## src/rtl/gray_counter.sv

```systemverilog
// rtl/gray_counter.sv - up/down binary counter with registered Gray code and wrap pulse
module gray_counter #(
    parameter int WIDTH = 3
) (
    input  logic             clk,
    input  logic             rst,
    input  logic             en,
    input  logic             up,
    input  logic             load,
    input  logic [WIDTH-1:0] load_bin,
    output logic [WIDTH-1:0] bin,
    output logic [WIDTH-1:0] g,
    output logic             wrap
);

    localparam logic [WIDTH-1:0] ALL_ONES = {WIDTH{1'b1}};
    localparam logic [WIDTH-1:0] ONE      = {{(WIDTH-1){1'b0}}, 1'b1};

    logic [WIDTH-1:0] bin_q, bin_d;
    logic [WIDTH-1:0] g_q, g_d;
    logic             wrap_q, wrap_d;

    always_comb begin
        bin_d  = bin_q;
        wrap_d = 1'b0;
        if (load) begin
            bin_d = load_bin;
        end else if (en) begin
            if (up) begin
                bin_d  = bin_q + ONE;
                wrap_d = (bin_q == ALL_ONES);
            end else begin
                bin_d  = bin_q - ONE;
                wrap_d = (bin_q == '0);
            end
        end
        // Gray is encoded from the next binary value so both registers update on the same edge
        g_d = bin_d ^ (bin_d >> 1);
    end

    always_ff @(posedge clk or posedge rst) begin
        if (rst) begin
            bin_q  <= '0;
            g_q    <= '0;
            wrap_q <= 1'b0;
        end else begin
            bin_q  <= bin_d;
            g_q    <= g_d;
            wrap_q <= wrap_d;
        end
    end

    assign bin  = bin_q;
    assign g    = g_q;
    assign wrap = wrap_q;

endmodule
```

## config.mk

```make
export PLATFORM = sky130hd
export DESIGN_NAME = gray_counter
export DESIGN_NICKNAME = d
export VERILOG_FILES = /design/src/rtl/gray_counter.sv
export SDC_FILE = /design/constraint.sdc
export NUM_CORES = 1
export LEC_CHECK = 0
export ABC_CLOCK_PERIOD_IN_PS = 2160
export CAP_MARGIN = 25
export CORE_AREA = 2 2 39 41
export DETAILED_ROUTE_END_ITERATION = 10
export DIE_AREA = 0 0 41 43
export GPL_TIMING_DRIVEN = 0
export PLACE_DENSITY = 0.52
export RECOVER_POWER = 25
export REMOVE_ABC_BUFFERS = 1
export SETUP_SLACK_MARGIN = 0.2
export SYNTH_ARGS = -nofsm -noshare
export SYNTH_HDL_FRONTEND = slang
export SYNTH_SLANG_ARGS = --single-unit
```

## constraint.sdc

```tcl
create_clock -name clk -period 2.16 [get_ports clk]
set_clock_uncertainty 0.15 [all_clocks]
set_input_delay 0.432 -clock clk [delete_from_list [all_inputs] [get_ports clk]]
set_output_delay 0.432 -clock clk [all_outputs]
set_load 0.01 [all_outputs]
```

==> After elaboration in Yosys (flattened, before gate mapping) <==
Index checks and enable logic that the tools add are counted.
{ "word_totals": {"reg_bits": 7, "in_bits": 8, "out_inout_bits": 7, "wordCells": 14} }
{ "op_classes": {"add_sub_neg": 2, "eq_ne": 1, "muxes": 6, "bitwise": 1, "n_reduce_logical": 1} }
{ "op_table": {"columns": ["op", "count"], "rows": [
  ["3-bit two-way mux", 3],
  ["3-bit by 1-bit adder with 3-bit output (second input constant)", 1],
  ["3-bit == test (second input constant)", 1],
  ["3-bit logical NOT", 1],
  ["1-bit two-way mux", 3],
  ["3-bit by 1-bit subtractor with 3-bit output (second input constant)", 1],
  ["3-bit by 2-bit XOR with 3-bit output", 1]
]} }

==> Logic depth before layout (Yosys ltp) <==
{ "depth": {"word_depth": 5, "ltp_mapped": 6} }

==> Worst setup path after synthesis <==
No wires, ideal clock.
{ "synth_path": {"path_kind": "input to register", "startpoint": "input up", "endpoint": "register g_q[1] (netlist: g[1])", "setup_ns": 0.131, "arrival_ns": 1.665, "slack_ns": 0.214, "path_stages": 6, "n_path_buf": 0, "path_cell_list": "inv_1 fa_1 xor2_1 or4b_1 nand3_2 xnor2_1"} }
{ "synth_via": {"elab_chain_cells": 4} }
{ "synth_lines": {"columns": ["element", "line", "text"], "rows": [
  ["from (decl)", "8", "input logic up,"],
  ["3-bit two-way mux", "29", "if (up) begin"],
  ["3-bit two-way mux", "28", "end else if (en) begin"],
  ["3-bit two-way mux", "26", "if (load) begin"],
  ["via bin_d[2]", "19", "logic [WIDTH-1:0] bin_q, bin_d;"],
  ["3-bit by 2-bit XOR with 3-bit output", "38", "g_d = bin_d ^ (bin_d >> 1);"],
  ["via g_d[1]", "20", "logic [WIDTH-1:0] g_q, g_d;"],
  ["to (signal assigned)", "48", "g_q <= g_d;"],
  ["to (decl)", "20", null]
]} }
The timed path passes the listed nets, and every way through them passes these cells.

==> Worst setup path after layout <==
{ "layout_path": {"startpoint": "register bin_q[0] (netlist: bin[0])", "endpoint": "register g_q[1] (netlist: g[1])"} }
{ "layout_via": {"elab_chain_cells": 5, "elab_cells_between_ends": 6} }
{ "layout_lines": {"columns": ["element", "line", "text"], "rows": [
  ["from (decl)", "19", null],
  ["from (signal assigned)", "47", "bin_q <= bin_d;"],
  ["3-bit by 1-bit subtractor with 3-bit output / 3-bit by 1-bit adder with 3-bit output (equally long branches)", "33, 30", null],
  ["3-bit two-way mux (*)", "29", null],
  ["3-bit two-way mux (*)", "28", null],
  ["3-bit two-way mux (*)", "26", null],
  ["via bin_d[2]", "19", null],
  ["3-bit by 2-bit XOR with 3-bit output (*)", "38", null],
  ["via g_d[1]", "20", null]
]} }
Mark *: on every way through the listed nets, which the timed path passes. The rest lies on a longest branch.

==> run_results.csv <==
group,metric,value,unit
logic_synthesis,synthSimpleGateAreaFrac,0.171,
setup_path,crit_family,"simple AND/OR/NAND/NOR gates",
power,p_leak,0.221,nW
finish,drive_above_1_share,0.217,
logic_synthesis,yosys_warnings,0,
routing,wl_per_cell,9.84,um
place,dp_hpwl,477,um
floorplan,die_y,43,um
global_routing,grt_pass1_vias,257,
setup_path,arrival,1.84,ns
routing,drcViolationCount,0,
timing,rsz0062_at_grt,"false",
timing,min_period,1.88,ns
cts,cts-root-buf,"clkbuf_4",
timing,tightest_slew,0.322,ns
floorplan,dieArea,1760,sq um
logic_synthesis,ys_seq_area_frac,0.478,
timing,timing.fmax,533,MHz
place,gp_congestion,0.736,
cts,insertion_delay,0.24,ns
setup_path,criticalPathCategory,"flip-flop to flip-flop",
cts,h-tree-depth,1,
logic_synthesis,syn_area_per_cell,11.2,sq um
logic_synthesis,yosys.area_share.adder,0.0637,
job,maxCapViolations,0,
cts,clkTransAtPathRegs,0.04,ns
place,placed_area,467,sq um
logic_synthesis,synthMuxAreaShare,0.0319,
timing,setup_violations,0,
logic_synthesis,synth_top_family_by_area,"simple AND/OR/NAND/NOR gates",
finish,final_nets,57,
hold_path,hold_class,"primary input to async pin",
cts,clockBufferDepth,2,
logic_synthesis,synth-compound-area-share,0.0837,
routing,drt-total-wl,610,um
power,powerDensity,767,nW/um^2
finish,syn_to_final_growth,60.2,%
outcome,status,"finished clean",
timing,fin_crit_sh,0.869,
setup_path,cp-end-kind,"flip-flop",
logic_synthesis,syn_inst,28,
logic_synthesis,synth_xor_area_frac,0.112,
routing,via_per_inst,4.37,
setup_path,slowest_delay,0.49,ns
logic_synthesis,synth-seq-cells,6,
setup_path,cp_max_fo,4,
setup_path,critical_path.startpoint_type,"flip-flop",
routing,drt_iter0_drc,2,
global_routing,grt_first_pass_wirelength,1000,um
floorplan,initial_utilization,0.227,
timing,slew_violations,0,
global_routing,overflow,0,
routing,vias,271,
routing,ant_nets,0,
floorplan,chipWidth,41,um
finish,final_area,503,sq um
setup_path,worst-endpoint-required,2.12,ns
logic_synthesis,syn_area,314,sq um
cts,cts_tree,"built",
floorplan,io_pins,15,
global_routing,antenna_found_initial,0,
global_routing,grtUsageTotal,0.0912,
timing,fin_ws,0.283,ns
place,port_buffers,14,
setup_path,path_buf_inv,0,
cts,clock-sinks,6,
global_routing,grt_max_degree,10,
timing,relSlewSlack,0.785,
cts,cts_buffers,3,
floorplan,core_area,1380,sq um
setup_path,path_cells,"fa_2, xor2_1, or4b_1, nand3_2, xnor2_1",
timing,hold_viol,0,
finish,antenna_cells,0,
floorplan,std_cell_rows,14,
routing,drt-pass1-iter-count,2,
logic_synthesis,synth_cell_type_count,18,
setup_path,slowest_stage,"or4b_1",
power,peakVddDrop,0.276,mV
place,dp_slack,-0.435,ns
finish,finish.utilization,0.363,
==> routing by layer <==
| metal | part of all wire | global-route usage | routed length [um] | vias to the layer above |
|---|---|---|---|---|
| met2 | 0.48 | 0.131 | 295 | 16 |
| li1 | - | - | - | 131 |
| met3 | 0.11 | 0.0314 | 68 | 2 |
| met1 | 0.38 | 0.0894 | 231 | 122 |
| met5 | 0 | 0 | 0 | - |
| met4 | 0.023 | 0.100 | 14 | 0 |
==> layout by cell type, fill, tap and decap left out, types with 2 or more instances in the layout <==
cell	count
buf_4	2
dfrtp_1	5
clkdlybuf4s50_1	12
nor2_1	2
xnor2_1	3
inv_1	2
clkbuf_4	3
==> through the flow <==
stage / power [mW] / cells / TNS, ns / hold WS, ns
2_1_floorplan: 0.206 / 27 / 0 / 0.0730
3_3_place_gp: 0.280 / 57 / -1.16 / 0.505
3_5_place_dp: 0.280 / 57 / -1.23 / 0.507
4_1_cts: 0.390 / 61 / 0 / 0.254
5_1_grt: 0.416 / 62 / 0 / 0.393
6_report: 0.386 / 62 / 0 / 0.387
==> registers in the layout, indices dropped and copies added (netlist names) <==
register	flops
bin	3
g	2
wrap	1
==> repair_timing <==
action | in CTS | in global routing
gates resized for setup | 5 | 2
endpoints found under the setup margin | 4 | 2
setup buffers | 1 | 1
pin swaps | 2 | 1
hold buffers | 0 | 0
==> cell type report <==
type,count,area (sq um)
Clock buffer,3,22.5
Tap cell,16,20.0
Fill cell,139,881
Sequential cell,6,151
Inverter,3,11.3
Multi-Input combinational cell,18,148
Timing Repair Buffer,16,150
==> worst paths after layout <==
check	to	cells past startpoint	slack, ns	from
hold / removal	bin[1]	2	0.39	rst
setup reg to reg	g[1]	5	0.28	bin[0]
hold reg to reg	wrap	2	0.52	bin[0]
max in group asynchronous	bin[0]	2	1.28	rst
setup / recovery	g[1]	5	0.28	bin[0]
min in group clk	wrap	3	0.42	up
==> cells by family after synthesis <==
group / Yosys count
compound gates: 4
flops: 6
fa+ha+maj: 1
simple gates: 8
buf+inv: 4
xor+xnor: 4
mux: 1
==> power by group <==
part / internal, mW / switching, mW / total (mW) / leakage [nW]
Sequential: 0.134 / 0.0178 / 0.152 / 0.0721
Clock: 0.0626 / 0.0373 / 0.100 / 0.0138
Combinational: 0.0821 / 0.0520 / 0.134 / 0.135
Total: 0.279 / 0.107 / 0.386 / 0.221
==> cells in the mapped netlist <==
cell / count / share of area
a21oi_1: 1 / 0.016
a22oi_1: 1 / 0.024
and3b_1: 1 / 0.028
buf_4: 1 / 0.024
dfrtp_1: 6 / 0.48
fa_1: 1 / 0.064
inv_1: 3 / 0.036
mux2i_1: 1 / 0.032
nand2_1: 1 / 0.012
nand3_2: 1 / 0.032
nand3b_1: 1 / 0.024
nand4_1: 1 / 0.020
nor2_1: 2 / 0.024
o21ai_0: 1 / 0.016
o41ai_1: 1 / 0.028
or4b_1: 1 / 0.032
xnor2_1: 3 / 0.084
xor2_1: 1 / 0.028
Power figures use the tool's default switching activity.
